File: config.mk
export PLATFORM = sky130hd
export DESIGN_NAME = pong_renderer
export DESIGN_NICKNAME = d
export VERILOG_FILES = /design/src/rtl/pong_renderer_pkg.sv /design/src/rtl/pong_vga_timing.sv /design/src/rtl/pong_renderer.sv
export SDC_FILE = /design/constraint.sdc
export NUM_CORES = 1
export LEC_CHECK = 0
export BUFFER_PORTS_ARGS = -buffer_cell sky130_fd_sc_hd__buf_2
export CORE_MARGIN = 2
export CORE_UTILIZATION = 60
export DETAILED_ROUTE_END_ITERATION = 8
export GPL_TIMING_DRIVEN = 0
export PLACE_DENSITY = 0.81
export SYNTH_ARGS = -nofsm -noshare
export SYNTH_HDL_FRONTEND = slang
export SYNTH_SLANG_ARGS = --single-unit
File: constraint.sdc
create_clock -name clk -period 6.89 [get_ports clk]
set_clock_uncertainty 0.2 [all_clocks]
set_input_delay 0.3445 -clock clk [delete_from_list [all_inputs] [get_ports clk]]
set_output_delay 0.3445 -clock clk [all_outputs]
set_load 0.02 [all_outputs]
File: src/rtl/pong_renderer_pkg.sv
// rtl/pong_renderer_pkg.sv - shared VGA timing defaults and colour constants
package pong_renderer_pkg;

    localparam int H_ACTIVE_DEF = 640;
    localparam int H_FP_DEF     = 16;
    localparam int H_SYNC_DEF   = 96;
    localparam int H_BP_DEF     = 48;
    localparam int H_TOTAL_DEF  = H_ACTIVE_DEF + H_FP_DEF + H_SYNC_DEF + H_BP_DEF;

    localparam int V_ACTIVE_DEF = 480;
    localparam int V_FP_DEF     = 10;
    localparam int V_SYNC_DEF   = 2;
    localparam int V_BP_DEF     = 33;
    localparam int V_TOTAL_DEF  = V_ACTIVE_DEF + V_FP_DEF + V_SYNC_DEF + V_BP_DEF;

    // {R,G,B}
    localparam logic [2:0] COL_BLACK = 3'b000;
    localparam logic [2:0] COL_RED   = 3'b100;
    localparam logic [2:0] COL_WHITE = 3'b111;

endpackage

File: src/rtl/pong_vga_timing.sv
// rtl/pong_vga_timing.sv - stage-0 pixel/line counters with active and sync decode
module pong_vga_timing #(
    parameter int H_ACTIVE = 640,
    parameter int H_FP     = 16,
    parameter int H_SYNC   = 96,
    parameter int H_BP     = 48,
    parameter int V_ACTIVE = 480,
    parameter int V_FP     = 10,
    parameter int V_SYNC   = 2,
    parameter int V_BP     = 33,
    parameter int CW       = 10
) (
    input  logic          i_clk,
    input  logic          i_rst_n,
    output logic [CW-1:0] o_hc,
    output logic [CW-1:0] o_vc,
    output logic          o_active,
    output logic          o_hsync_n,
    output logic          o_vsync_n,
    output logic          o_frame_first,
    output logic          o_frame_last
);

    localparam int H_TOTAL = H_ACTIVE + H_FP + H_SYNC + H_BP;
    localparam int V_TOTAL = V_ACTIVE + V_FP + V_SYNC + V_BP;

    logic [CW-1:0] r_hc;
    logic [CW-1:0] r_vc;
    logic          w_h_last;
    logic          w_v_last;

    assign w_h_last = (r_hc == CW'(H_TOTAL - 1));
    assign w_v_last = (r_vc == CW'(V_TOTAL - 1));

    always_ff @(posedge i_clk or negedge i_rst_n) begin
        if (!i_rst_n) begin
            r_hc <= '0;
            r_vc <= '0;
        end else if (w_h_last) begin
            r_hc <= '0;
            r_vc <= w_v_last ? '0 : r_vc + CW'(1);
        end else begin
            r_hc <= r_hc + CW'(1);
        end
    end

    assign o_hc          = r_hc;
    assign o_vc          = r_vc;
    assign o_active      = (r_hc < CW'(H_ACTIVE)) && (r_vc < CW'(V_ACTIVE));
    assign o_hsync_n     = !((r_hc >= CW'(H_ACTIVE + H_FP)) && (r_hc < CW'(H_ACTIVE + H_FP + H_SYNC)));
    assign o_vsync_n     = !((r_vc >= CW'(V_ACTIVE + V_FP)) && (r_vc < CW'(V_ACTIVE + V_FP + V_SYNC)));
    assign o_frame_first = (r_hc == '0) && (r_vc == '0);
    assign o_frame_last  = w_h_last && w_v_last;

endmodule

File: src/rtl/pong_renderer.sv
// rtl/pong_renderer.sv - ball and paddle renderer with frame-latched coordinates and registered VGA outputs
module pong_renderer
    import pong_renderer_pkg::*;
#(
    parameter int H_ACTIVE  = H_ACTIVE_DEF,
    parameter int H_FP      = H_FP_DEF,
    parameter int H_SYNC    = H_SYNC_DEF,
    parameter int H_BP      = H_BP_DEF,
    parameter int V_ACTIVE  = V_ACTIVE_DEF,
    parameter int V_FP      = V_FP_DEF,
    parameter int V_SYNC    = V_SYNC_DEF,
    parameter int V_BP      = V_BP_DEF,
    parameter int CW        = 10,
    parameter int BALL_SIZE = 10,
    parameter int PAD_W     = 8,
    parameter int PAD_H     = 48,
    parameter int PAD_L_X   = 16,
    parameter int PAD_R_X   = 616
) (
    input  logic          clk,
    input  logic          reset,
    input  logic [CW-1:0] ball_pos_x,
    input  logic [CW-1:0] ball_pos_y,
    input  logic [CW-1:0] paddle_l_y,
    input  logic [CW-1:0] paddle_r_y,
    output logic          R,
    output logic          G,
    output logic          B,
    output logic          vga_h_sync,
    output logic          vga_v_sync,
    output logic          frame_start
);

    // One spare bit so that coordinate + size can never wrap back into view.
    localparam int XW = CW + 1;

    logic [CW-1:0] w_hc;
    logic [CW-1:0] w_vc;
    logic          w_active;
    logic          w_hsync_n;
    logic          w_vsync_n;
    logic          w_frame_first;
    logic          w_frame_last;

    pong_vga_timing #(
        .H_ACTIVE (H_ACTIVE),
        .H_FP     (H_FP),
        .H_SYNC   (H_SYNC),
        .H_BP     (H_BP),
        .V_ACTIVE (V_ACTIVE),
        .V_FP     (V_FP),
        .V_SYNC   (V_SYNC),
        .V_BP     (V_BP),
        .CW       (CW)
    ) u_timing (
        .i_clk         (clk),
        .i_rst_n       (reset),
        .o_hc          (w_hc),
        .o_vc          (w_vc),
        .o_active      (w_active),
        .o_hsync_n     (w_hsync_n),
        .o_vsync_n     (w_vsync_n),
        .o_frame_first (w_frame_first),
        .o_frame_last  (w_frame_last)
    );

    logic [CW-1:0] r_ball_x;
    logic [CW-1:0] r_ball_y;
    logic [CW-1:0] r_pad_l_y;
    logic [CW-1:0] r_pad_r_y;

    always_ff @(posedge clk or negedge reset) begin
        if (!reset) begin
            r_ball_x  <= '0;
            r_ball_y  <= '0;
            r_pad_l_y <= '0;
            r_pad_r_y <= '0;
        end else if (w_frame_last) begin
            r_ball_x  <= ball_pos_x;
            r_ball_y  <= ball_pos_y;
            r_pad_l_y <= paddle_l_y;
            r_pad_r_y <= paddle_r_y;
        end
    end

    function automatic logic in_span(input logic [XW-1:0] pos, input logic [XW-1:0] lo, input int len);
        return (pos >= lo) && (pos < lo + XW'(len));
    endfunction

    logic [XW-1:0] w_x;
    logic [XW-1:0] w_y;
    logic          w_ball;
    logic          w_pad_l;
    logic          w_pad_r;
    logic [2:0]    w_rgb;

    assign w_x     = {1'b0, w_hc};
    assign w_y     = {1'b0, w_vc};
    assign w_ball  = in_span(w_x, {1'b0, r_ball_x}, BALL_SIZE) && in_span(w_y, {1'b0, r_ball_y}, BALL_SIZE);
    assign w_pad_l = in_span(w_x, XW'(PAD_L_X), PAD_W) && in_span(w_y, {1'b0, r_pad_l_y}, PAD_H);
    assign w_pad_r = in_span(w_x, XW'(PAD_R_X), PAD_W) && in_span(w_y, {1'b0, r_pad_r_y}, PAD_H);

    always_comb begin
        w_rgb = COL_BLACK;
        if (w_active) begin
            if (w_ball) begin
                w_rgb = COL_RED;
            end else if (w_pad_l || w_pad_r) begin
                w_rgb = COL_WHITE;
            end
        end
    end

    logic [2:0] r_rgb;
    logic       r_hsync_n;
    logic       r_vsync_n;
    logic       r_frame_start;

    always_ff @(posedge clk or negedge reset) begin
        if (!reset) begin
            r_rgb         <= COL_BLACK;
            r_hsync_n     <= 1'b1;
            r_vsync_n     <= 1'b1;
            r_frame_start <= 1'b0;
        end else begin
            r_rgb         <= w_rgb;
            r_hsync_n     <= w_hsync_n;
            r_vsync_n     <= w_vsync_n;
            r_frame_start <= w_frame_first;
        end
    end

    assign R           = r_rgb[2];
    assign G           = r_rgb[1];
    assign B           = r_rgb[0];
    assign vga_h_sync  = r_hsync_n;
    assign vga_v_sync  = r_vsync_n;
    assign frame_start = r_frame_start;

endmodule
Yosys cells after proc, flatten, opt, wreduce, memory -nomap -nowiden --
Index checks and enable logic that the tools add are counted. Widths: inputs -> output; s select.
Word-level totals: memories 0, memory bits (read-only) 0, output and inout bits 6, word-level logic and storage cells 60, register bits 66, latch bits 0, input bits 42, bits in writable memories 0
Cells by class: multiplexer cells 5, order comparisons 18, $add $sub $neg 6, bitwise logic cells 0, reduce and logical (&&, ||, !) cells 19, div/mod/pow operators 0, shifts and indexed selects 0, equal/unequal tests 2, multipliers 0
Operators with widths (count):
- $lt 10x11->1 | 4
- $ge 10x10->1 | 4
- $lt 10x10->1 const B | 3
- $add 10x4->11 const B | 2
- $add 10x6->11 const B | 2
- $add 10x1->10 const B | 2
- $eq 10x10->1 const B | 2
- $ge 10x10->1 const B | 2
- $logic_not 10->1 | 2
- $lt 10x9->1 const B | 2
- $mux 10 | 2
- $logic_and 1x1->1 | 14
- $ge 10x5->1 const B | 1
- $ge 10x9->1 const B | 1
- $lt 10x5->1 const B | 1
- $mux 3 | 3
- $logic_not 1->1 | 2
- $logic_or 1x1->1 | 1

Logic depth before layout (Yosys ltp) --
Gate-level depths: netlist (run 1).
word-level depth 8, gate-level depth with buffers 11, depth with buffers taken out 11

By module --
Synthesis (run 1) repeated with hierarchy kept, for this count alone.
Second synthesis, totals: cells, all modules 525, area, all modules 4850.9 um^2
Modules (own cells, without submodules):
- pong_renderer | cells each 404, instances 1, sequential area each 1128.6 um^2, area each 3702.3 um^2
- pong_vga_timing | cells each 121, instances 1, sequential area each 500.5 um^2, area each 1148.6 um^2

Worst setup path after synthesis (run 1) --
OpenSTA, ideal clock, no wires.
path kind register to register, start reg u_timing.r_vc[1], in the netlist u_timing.o_vc[1], end reg r_ball_x[0], stages on the path, launching flop included 9, data arrival time 2.107 ns, clock period less this slack 2.435 ns, required time 6.563 ns, buffers on the path 1, setup time 0.127 ns, setup slack 4.455 ns, cells stage by stage dfrtp_1 inv_1 ha_1 or4b_1 nor3_2 and4_4 and2_4 buf_6 mux2_1
Between the ends: cells in the longest elaborated chain, start to end 2
RTL lines:
- from (decl) | line pong_vga_timing.sv:28 | logic [CW-1:0] r_vc;
- from (signal assigned) | line pong_vga_timing.sv:41 | r_vc <= w_v_last ? '0 : r_vc + CW'(1);
- $eq 10x10->1 | line pong_vga_timing.sv:33 | assign w_v_last = (r_vc == CW'(V_TOTAL - 1));
- $logic_and 1x1->1 | line pong_vga_timing.sv:53 | assign o_frame_last = w_h_last && w_v_last;
- to (signal assigned) | line pong_renderer.sv:79 | r_ball_x <= ball_pos_x;
- to (decl) | line pong_renderer.sv:67 | logic [CW-1:0] r_ball_x;
No other way between the ends. A chain may end at the register's enable or synchronous reset.

Worst setup path in the final report (run 1) --
start reg r_pad_l_y[4], end reg r_rgb[2]
Between the ends: cells in the longest elaborated chain, start to end 8, elaborated cells between the ends (all ways) 9, classes of those cells 1 x add/sub; 2 x order compare; 3 x mux; 3 x reduce/logical
RTL lines:
- from (decl) | line pong_renderer.sv:69 | logic [CW-1:0] r_pad_l_y;
- from (signal assigned) | line pong_renderer.sv:81 | r_pad_l_y <= paddle_l_y;
- $add 10x6->11 | line pong_renderer.sv:87 | return (pos >= lo) && (pos < lo + XW'(len));
- $lt 10x11->1 | line pong_renderer.sv:87
- $logic_and 1x1->1 (*) | line pong_renderer.sv:87
- $logic_and 1x1->1 (*) | line pong_renderer.sv:100 | assign w_pad_l = in_span(w_x, XW'(PAD_L_X), PAD_W) && in_span(w_y, {1'b0, r_pad_l_y}, PAD_H);
- $logic_or 1x1->1 (*) | line pong_renderer.sv:108 | end else if (w_pad_l || w_pad_r) begin
- $mux 3 (*) | line pong_renderer.sv:108
- $mux 3 (*) | line pong_renderer.sv:106 | if (w_ball) begin
- $mux 3 (*) | line pong_renderer.sv:105 | if (w_active) begin
- via w_rgb[2] | line pong_renderer.sv:95 | logic [2:0] w_rgb;
- to (signal assigned) | line pong_renderer.sv:126 | r_rgb <= w_rgb;
- to (decl) | line pong_renderer.sv:114 | logic [2:0] r_rgb;
Mark *: on every way through the listed nets, which the timed path passes. The rest lies on a longest branch.

==> impl_metrics.py, run 1 <==
metrics = {
    "run_status": {
        "status": "complete, no violations",
    },
    "routing": {
        "ant_nets": 0,
        "wl_per_cell_um": 16.6,
        "drc": 0,
        "wirelength_mm": 11.3,
        "vias": 4018,
        "drt_iter0_drc": 201,
        "firstDrtPassIters": 5,
        "viasPerCell": 5.88,
    },
    "clocking": {
        "cts_root_buf": "clkbuf_8",
        "cts_buffers": 9,
        "htree_levels": 3,
        "cts_tree": "yes",
        "cts_setup_buffers": 0,
        "cts-resized-gates": 0,
        "clock_latency_ps": 340,
        "clockBufferDepth": 2,
        "hold_buffers": 12,
        "cts_sinks": 65,
        "clk_pin_slew_worst_paths_ps": 70,
    },
    "layout": {
        "drive_above_1_share": 0.205,
        "syn2layout_area_growth_pct": 14.3,
        "nets": 696,
        "final_cell_mix": "78 x ha_1, 63 x dfrtp_1, 49 x buf_2",
        "n_fill_cell": 617,
        "n_antenna_cell": 0,
        "utilization": 0.713,
        "final_common_cell": "ha_1",
    },
    "synthesis": {
        "synth-xor-area-share": 0.0579,
        "synthAdderAreaFrac": 0.202,
        "synthArstFlopShare": 1.00,
        "synth_top_family_by_area": "adder cells",
        "ys.flop_type": "dfrtp_1",
        "synthSimpleGateAreaFrac": 0.162,
        "synthCells": 506,
        "syn-num-nets": 626,
        "syn_area_per_cell_um2": 9.57,
        "synth_compound_area_frac": 0.177,
        "synth_enable_flop_cells": 0,
        "ys_seq_area_frac": 0.336,
        "synth-seq-cells": 65,
        "yosys.cell_types.count": 53,
        "ys_warn_count": 0,
        "synthMuxAreaShare": 0.00930,
        "netlist_area_um2": 4840,
    },
    "floorplan": {
        "die_area_um2": 8810,
        "die_h_um": 93.8,
        "start_util": 0.623,
        "rows": 32,
        "die_w_um": 93.8,
        "pin_count": 48,
        "fp.coreArea_um2": 7770,
    },
    "worst_setup_path": {
        "required_ps": 6930,
        "worstSetupPathType": "reg -> reg",
        "critPathMaxFanout": 4,
        "crit_buf_inv": 1,
        "worst_setup_path_start_kind": "flip-flop",
        "cpLargestDelayFamily": "compound AO/OA/AOI/OAI gates",
        "max_stage_delay_ps": 410,
        "cp_data_arrival_time_ps": 3130,
        "cpMaxStageDelayCell": "dfrtp_1",
        "crit_chain": "inv_1 -> ha_1 -> xor2_1 -> ha_1 -> and3b_1 -> a221oi_1 -> a21oi_1 -> o31ai_1 -> a32oi_1 -> a21oi_1",
        "endpoint_kind": "flip-flop",
    },
    "timing": {
        "min_period_ps": 3090,
        "drv_slew": 0,
        "period_share": 0.448,
        "fin_tns_setup_ps": 0,
        "setup_violations": 0,
        "rsz0062_at_grt": "no",
        "max_freq_mhz": 324,
        "max_slew_margin": 0.431,
        "hold_viol": 0,
        "tightest_slew_ps": 853,
    },
    "power_and_ir_drop": {
        "p_per_area_nw_per_um2": 136,
        "p_leak_uw": 0.00289,
        "peakVddDrop_v": 0.0000967,
    },
    "min_path": {
        "holdCritPathClass": "in -> reg",
    },
    "global_routing": {
        "grt_first_pass_wirelength_mm": 19.2,
        "grt_max_degree": 66,
        "gr-total-overflow": 0,
        "antenna_found_initial": 0,
        "track_usage": 0.275,
        "grt_pass1_vias": 4128,
    },
    "placement": {
        "dpl.hpwl_mm": 8.34,
        "routabilityCongestion": 0.891,
        "portBuffers": 47,
    },
    "flow_run": {
        "max_cap_viol_count": 0,
    },
}
power by group:
group          internal (uW)  switching, uW
Combinational           13.0           11.8
Clock                    197            150
Sequential               381              0
area by class of cell:
cell class | count | area (um^2) | area share
Sequential cell | 65 | 1630 | 0.294
Multi-Input combinational cell | 381 | 2940 | 0.532
Clock inverter | 2 | 35.0 | 0.00633
Tap cell | 102 | 128 | 0.0231
Clock buffer | 14 | 173 | 0.0312
Timing Repair Buffer | 59 | 358 | 0.0646
Buffer | 15 | 101 | 0.0183
Inverter | 45 | 169 | 0.0305
logic make-up (layout without fill, tap and decap cells):
family	Yosys count	in the layout
AO/OA/AOI/OAI	126	126
AND/OR/NAND/NOR	141	141
buffers and inverters	60	135
XOR/XNOR	32	32
multiplexers	4	4
adder cells (fa/ha/maj)	78	78
flip-flops	65	65
flip-flops by register name, indices dropped and copies added (netlist names):
name           cells
r_pad_r_y         10
u_timing.o_hc     10
vga_v_sync         1
r_pad_l_y         10
r_ball_y          10
frame_start        1
u_timing.o_vc     10
vga_h_sync         1
r_ball_x          10
r_rgb              2
routing by layer:
metal / vias up / track usage / share of wire
met1: 1936 / 0.350 / 0.44
met5: - / 0 / 0
li1: 1953 / - / -
met3: 31 / 0.0313 / 0.042
met4: 0 / 0.0978 / 0.023
met2: 98 / 0.483 / 0.50
per-stage QoR:
stage                     std cells  power [uW]  instance area, um^2  hold WS (ps)  setup WS, ps
after floorplan                 506         389                 4840          -151          4460
after global placement          655         408                 5200           280          4080
after detailed placement        655         409                 5210           302          3950
after CTS                       683         758                 5540        0.0773          3820
after global routing            683         775                 5540          6.16          3600
final                           683         753                 5540          4.00          3800
worst paths after layout:
kind	start	endpoint	slack (ps)	cells past startpoint
min in group asynchronous	reset	r_pad_l_y[9]	420	2
hold reg to reg	r_pad_r_y[0]	r_pad_r_y[0]	320	1
setup reg to reg	r_pad_l_y[4]	r_rgb[2]	3800	10
setup / recovery	r_pad_l_y[4]	r_rgb[2]	3800	10
hold / removal	ball_pos_x[1]	r_ball_x[1]	4	3
max in group asynchronous	reset	r_ball_x[3]	5470	2
worst reg2reg max path, stage by stage (launching register included):
cell      delay (ps)
dfrtp_1          410
inv_1            140
ha_1             220
xor2_1           240
ha_1             300
and3b_1          200
a221oi_1         280
a21oi_1          130
o31ai_1          350
a32oi_1          230
a21oi_1          280
cell usage after synthesis (2+ instances only):
cell / instances / area share
a21o_1: 15 / 0.023
a21oi_1: 21 / 0.022
a221oi_1: 5 / 0.0090
a31oi_1: 2 / 0.0026
and3_1: 9 / 0.012
and4_1: 2 / 0.0036
buf_2: 3 / 0.0031
buf_6: 3 / 0.0070
clkbuf_1: 4 / 0.0031
clkbuf_2: 3 / 0.0031
dfrtp_1: 63 / 0.33
dfstp_2: 2 / 0.011
ha_1: 78 / 0.20
inv_1: 45 / 0.035
mux2_1: 4 / 0.0093
nand2_1: 39 / 0.030
nand2_2: 10 / 0.013
nand2b_1: 4 / 0.0052
nand3_1: 8 / 0.0083
nand3b_1: 3 / 0.0047
nand4_1: 10 / 0.013
nor2_1: 16 / 0.012
nor2b_1: 7 / 0.0090
nor3_1: 6 / 0.0062
nor3b_1: 2 / 0.0031
nor4_1: 6 / 0.0078
nor4b_1: 4 / 0.0072
o2111ai_1: 5 / 0.0090
o211ai_1: 3 / 0.0047
o21ai_0: 33 / 0.034
o21ai_2: 30 / 0.054
o21bai_1: 2 / 0.0031
o22ai_1: 2 / 0.0026
o31ai_1: 4 / 0.0062
or3_1: 4 / 0.0052
or4_1: 2 / 0.0031
xnor2_1: 24 / 0.043
xor2_1: 8 / 0.014
Power figures use the tool's default switching activity.
==> run 2, diff against run 1 <==
Settings changed: ABC_AREA set to 1, PLACE_DENSITY 0.81 to 0.8.
Clock period 6.89 ns to 3.2 ns, I/O delays scaled along.
==> run 2 against run 1 <==
Effect of this change: cell count up 27%; count of clock-buffer cells in the layout down 3; via count up 14%; core utilization up 3.4 points; synthesized cell count up 29%; combinational power rose to 3.3 times the previous value; register-to-register slack worse by 3100 ps; critical endpoint is now r_rgb[1]; largest cell class unchanged; largest power group is now clock.
==> impl_metrics.py, run 2 <==
metrics = {
    "run_status": {
        "status": "complete, no violations",
    },
    "clocking": {
        "clockBufferDepth": 2,
        "htree_levels": 3,
        "clk_pin_slew_worst_paths_ps": 80,
        "clock_latency_ps": 340,
        "cts_root_buf": "clkbuf_8",
        "cts_sinks": 65,
        "cts_buffers": 9,
        "cts_tree": "yes",
    },
    "global_routing": {
        "gr-total-overflow": 0,
        "antenna_found_initial": 0,
        "grt_max_degree": 66,
        "grt_pass1_vias": 4684,
        "grt_first_pass_wirelength_mm": 20.5,
        "track_usage": 0.264,
    },
    "worst_setup_path": {
        "max_stage_delay_ps": 420,
        "cpLargestDelayFamily": "simple AND/OR/NAND/NOR gates",
        "r2r_cells": 13,
        "crit_buf_inv": 1,
        "cpMaxStageDelayCell": "dfrtp_1",
        "worstSetupPathType": "reg -> reg",
        "critical_path_depth": 13,
        "crit_top_cell": "nor2_1",
        "cp_data_arrival_time_ps": 2550,
        "crit_chain": "ha_1 -> o21ai_0 -> nor2_1 -> nand2_1 -> nor3_1 -> xor2_1 -> ha_1 -> nand3_1 -> a21oi_1 -> nor2_1 -> inv_1 -> nor2_1 -> nor2_1",
        "worst_setup_path_start_kind": "flip-flop",
        "endpoint_kind": "flip-flop",
        "critPathMaxFanout": 4,
        "required_ps": 3270,
    },
    "timing": {
        "rsz0062_at_grt": "no",
        "tightest_slew_ps": 857,
        "max_slew_margin": 0.429,
        "period_share": 0.774,
        "fin_tns_setup_ps": 0,
        "setup_violations": 0,
        "max_freq_mhz": 404,
        "drv_slew": 0,
        "hold_viol": 0,
        "min_period_ps": 2480,
    },
    "layout": {
        "final_common_cell": "nand2_1",
        "n_antenna_cell": 0,
        "fin_area_um2": 6200,
        "multiInputGateArea_um2": 3070,
        "finalNonFillerCells": 864,
        "nets": 874,
        "final_cell_mix": "152 x nand2_1, 91 x inv_1, 78 x ha_1",
        "register_area_um2": 1630,
        "n_fill_cell": 617,
        "syn2layout_area_growth_pct": 19.8,
        "drive_above_1_share": 0.175,
    },
    "placement": {
        "portBuffers": 47,
        "routabilityCongestion": 0.939,
        "dpl.hpwl_mm": 8.76,
        "placed_area_um2": 5540,
        "placed_cells": 807,
    },
    "synthesis": {
        "yosysMostFrequentCell": "nand2_1",
        "yosys.cell_types.count": 35,
        "synth-seq-cells": 65,
        "ys_warn_count": 0,
        "ys_top_cells_by_count": "152 x nand2_1, 91 x inv_1, 78 x ha_1, 63 x dfrtp_1, 47 x nor2_1",
        "synth_compound_area_frac": 0.104,
        "synthMuxAreaShare": 0,
        "ys_seq_area_frac": 0.315,
        "synthAdderAreaFrac": 0.189,
        "synth_top_cells_by_area": "dfrtp_1 30%, ha_1 19%, nand2_1 11%",
        "synth_enable_flop_cells": 0,
        "syn_area_per_cell_um2": 7.90,
        "netlist_area_um2": 5170,
        "syn-num-nets": 775,
        "synthArstFlopShare": 1.00,
        "synth-xor-area-share": 0.0457,
        "synthSimpleGateAreaFrac": 0.255,
        "synth_top_family_by_area": "simple AND/OR/NAND/NOR gates",
        "ys.flop_type": "dfrtp_1",
        "yosysTopAreaCell": "dfrtp_1",
        "synth_top_cell_area_share": 0.305,
        "synthCells": 655,
    },
    "floorplan": {
        "fp.coreArea_um2": 8300,
        "die_area_um2": 9380,
        "start_util": 0.624,
        "pin_count": 48,
        "die_h_um": 96.9,
        "die_w_um": 96.9,
        "rows": 33,
    },
    "routing": {
        "ant_nets": 0,
        "wirelength_mm": 11.8,
        "vias": 4600,
        "drt_iter0_drc": 174,
        "drc": 0,
        "firstDrtPassIters": 5,
        "wl_per_cell_um": 13.7,
        "viasPerCell": 5.32,
    },
    "power_and_ir_drop": {
        "switchingPower_uw": 365,
        "pwr-share-comb": 0.046,
        "p_leak_uw": 0.00341,
        "peakVddDrop_v": 0.000237,
        "p_per_area_nw_per_um2": 286,
        "pwr-share-clk": 0.492,
        "p_int_uw": 1410,
        "seqPwrFrac": 0.463,
        "switching_share": 0.206,
    },
    "min_path": {
        "holdCritPathClass": "in -> async",
    },
    "flow_run": {
        "max_cap_viol_count": 0,
    },
}
[run 2: routing by layer]
layer	up-vias	share of wire	track usage
met3	27	0.038	0.0332
li1	2324	-	-
met2	112	0.50	0.467
met1	2137	0.44	0.328
met5	-	0	0
met4	0	0.022	0.103
[run 2: final cells by class]
| cell class | count | share of cell area |
|---|---|---|
| Clock inverter | 5 | 0.0166 |
| Multi-Input combinational cell | 483 | 0.495 |
| Clock buffer | 11 | 0.0228 |
| Inverter | 98 | 0.0604 |
| Buffer | 9 | 0.0166 |
| Tap cell | 105 | 0.0212 |
| Sequential cell | 65 | 0.263 |
| Timing Repair Buffer | 88 | 0.105 |
[run 2: worst paths after layout]
kind / from / endpoint / slack, ps
worst max-delay path: r_ball_x[1] / r_rgb[1] / 720
worst max register to register: r_ball_x[1] / r_rgb[1] / 720
min in group clk: r_pad_l_y[0] / r_pad_l_y[0] / 300
worst min-delay path: reset / r_ball_x[3] / 240
worst min register to register: r_pad_l_y[0] / r_pad_l_y[0] / 300
max in group asynchronous: reset / u_timing.o_vc[3] / 1960
[run 2: per-stage QoR]
step | power, uW | utilization | hold WS, ps | setup WS (ps)
2_1_floorplan | 837 | - | -336 | 993
3_3_place_gp | 879 | 0.668 | 161 | 816
3_5_place_dp | 881 | 0.668 | 120 | 739
4_1_cts | 1780 | 0.747 | 297 | 722
5_1_grt | 1820 | 0.747 | 338 | 524
6_report | 1770 | 0.747 | 237 | 723
[run 2: what timing repair did]
action                    in CTS  in global routing
resized for setup              0                  0
hold buffers                  41                  0
hold endpoints to repair     103                  0
setup buffers                  0                  0
[run 2: worst register-to-register path, cell delays in order (launching register included)]
cell,delay (ps)
dfrtp_1,420
ha_1,240
o21ai_0,280
nor2_1,90
nand2_1,100
nor3_1,60
xor2_1,140
ha_1,300
nand3_1,100
a21oi_1,190
nor2_1,90
inv_1,50
nor2_1,30
nor2_1,110
[run 2: power groups by stage]
stage	sequential, uW	combinational, uW	clock, uW
6_report	821	81.2	872
5_1_grt	821	90.4	914
2_1_floorplan	837	0.0117	0
3_5_place_dp	837	44.1	0
4_1_cts	821	82.3	879
3_3_place_gp	837	42.4	0
[run 2: logic make-up after synthesis]
| family | count (synthesis) |
|---|---|
| xor gates and xnor gates | 27 |
| adders and majority gates | 78 |
| and+or+nand+nor | 290 |
| AOI/OAI and AO/OA | 88 |
| DFF | 65 |
| buffers and inverters | 107 |
==> run 3, diff against run 2 <==
Settings changed: CORE_UTILIZATION 60 to 55, PLACE_DENSITY 0.8 to 0.78.
Clock period 3.2 ns to 2.02 ns, I/O delays scaled along.
==> run 3 against run 2 <==
Effect of this change: the run now ends with setup timing left; via count is 2.4% higher; core utilization down 5.4 points; clock power up 13%; count of clock-buffer cells in the layout up 4; routed wire length increased by 4.2%; cell count is 2.8% higher; hold slack got worse by 33 ps; register-to-register slack worse by 930 ps; sequential power grew 58%; total power increased by 36%; final area up 2.8%; combinational power increased by 59%; critical path type unchanged; largest cell class unchanged; highest routed layer unchanged.
==> impl_metrics.py, run 3 (same netlist as run 2, synthesis figures left out) <==
metrics = {
    "clocking": {
        "cts_sinks": 65,
        "clock_latency_ps": 350,
        "clockBufferDepth": 2,
        "cts_buffers": 9,
        "cts_tree": "yes",
        "clk_pin_slew_worst_paths_ps": 60,
        "htree_levels": 3,
        "cts_root_buf": "clkbuf_8",
    },
    "floorplan": {
        "start_util": 0.563,
        "die_h_um": 101,
        "rows": 35,
        "die_area_um2": 10200,
        "fp.coreArea_um2": 9200,
        "pin_count": 48,
        "die_w_um": 101,
    },
    "timing": {
        "period_share": 1.10,
        "min_period_ps": 2230,
        "drv_slew": 0,
        "rsz0062_at_grt": "yes",
        "max_freq_mhz": 448,
        "hold_viol": 0,
        "setup_violations": 2,
        "max_slew_margin": 0.438,
        "tightest_slew_ps": 843,
        "worst_slack_ps": -211,
        "holdWs_ps": 204,
    },
    "layout": {
        "final_common_cell": "nand2_1",
        "n_fill_cell": 752,
        "drive_above_1_share": 0.234,
        "fin_area_um2": 6370,
        "final_cell_mix": "152 x nand2_1, 85 x inv_1, 73 x ha_1",
        "syn2layout_area_growth_pct": 23.1,
        "n_antenna_cell": 0,
        "nets": 893,
    },
    "routing": {
        "wirelength_mm": 12.3,
        "firstDrtPassIters": 5,
        "viasPerCell": 5.30,
        "ant_nets": 0,
        "wl_per_cell_um": 13.9,
        "vias": 4709,
        "drt_iter0_drc": 198,
        "drc": 0,
    },
    "global_routing": {
        "grt_pass1_vias": 4607,
        "grt_first_pass_wirelength_mm": 20.5,
        "track_usage": 0.256,
        "grt_max_degree": 66,
        "antenna_found_initial": 0,
        "gr-total-overflow": 0,
    },
    "worst_setup_path": {
        "r2r_cells": 12,
        "endpoint_kind": "flip-flop",
        "crit_chain": "ha_2 -> o21ai_2 -> nor2_1 -> nand2_1 -> nor3_2 -> xor2_1 -> ha_1 -> nand3_2 -> a21oi_2 -> nor2_2 -> nand4_1 -> nand2_1",
        "worst_setup_path_start_kind": "flip-flop",
        "max_stage_delay_ps": 400,
        "worstSetupPathType": "reg -> reg",
        "cp_data_arrival_time_ps": 2260,
        "startpoint": "r_ball_x[1]",
        "critPathMaxFanout": 3,
        "crit_buf_inv": 0,
        "rrSetupSlack_ps": -210,
        "r2r_start": "r_ball_x[1]",
        "critical_path_depth": 12,
        "cpLargestDelayFamily": "adder cells",
        "r2r_end": "r_rgb[2]",
        "cpMaxStageDelayCell": "dfrtp_1",
        "crit_end": "r_rgb[2]",
        "crit_top_cell": "nand2_1",
        "required_ps": 2050,
    },
    "power_and_ir_drop": {
        "peakVddDrop_v": 0.000241,
        "p_per_area_nw_per_um2": 379,
        "p_leak_uw": 0.00344,
    },
    "placement": {
        "routabilityCongestion": 0.918,
        "dpl.hpwl_mm": 8.74,
        "portBuffers": 47,
        "placed_area_um2": 5570,
    },
    "flow_run": {
        "max_cap_viol_count": 0,
    },
    "min_path": {
        "holdCritPathClass": "in -> async",
    },
    "run_status": {
        "status": "finished with violations",
        "violations": "setup timing",
    },
}
-- run 3: changes by cell type in the layout (fill, tap and decap cells not counted), sizes merged --
cell / delta
clkinvlp: -1
clkbuf: +4
clkinv: -1
bufinv: -3
buf: +19
-- run 3: area by class of cell --
| cell class | count | area [um^2] | share of cell area |
|---|---|---|---|
| Clock buffer | 15 | 166 | 0.0261 |
| Tap cell | 111 | 139 | 0.0218 |
| Inverter | 98 | 374 | 0.0587 |
| Sequential cell | 65 | 1640 | 0.257 |
| Buffer | 9 | 108 | 0.0169 |
| Multi-Input combinational cell | 483 | 3160 | 0.495 |
| Timing Repair Buffer | 107 | 791 | 0.124 |
-- run 3: worst min path at each step --
stage | slack, ps | depth (start not counted) | to | from
floorplan | -390 | 0 | frame_start | reset
global placement | 100 | 3 | r_ball_x[1] | ball_pos_x[1]
detailed placement | 60 | 1 | r_ball_x[4] | reset
CTS | 230 | 2 | r_pad_l_y[6] | reset
global route | 290 | 2 | r_ball_x[4] | reset
finish | 200 | 2 | r_ball_x[4] | reset
-- run 3: layer usage --
| layer | track usage | up-vias | share of wire |
|---|---|---|---|
| li1 | - | 2365 | - |
| met1 | 0.309 | 2156 | 0.42 |
| met2 | 0.444 | 145 | 0.50 |
| met3 | 0.0513 | 43 | 0.048 |
| met4 | 0.106 | 0 | 0.032 |
| met5 | 0 | - | 0 |
-- run 3: through the flow --
step	cells	TNS (ps)	power (uW)	util	worst slack (ps)
after floorplan	655	-42.4	1330	-	-42.4
after global placement	813	-2820	1390	0.606	-192
after detailed placement	813	-4800	1400	0.606	-254
after CTS	877	-373	2450	0.678	-196
after global routing	888	-629	2520	0.693	-336
final	888	-403	2420	0.693	-211
-- run 3: power breakdown --
group          internal, uW  switching (uW)  total (uW)
Sequential             1300               0        1300
Clock                   509             478         987
Combinational          79.6            49.8         129
Total                  1890             528        2420
-- run 3: repair_timing --
item	CTS	global route
resized for setup	12	20
endpoints found under the setup margin	42	45
hold buffers	41	0
pin swaps	4	10
gates cloned	0	0
hold endpoints to repair	103	0
buffers inserted	8	11
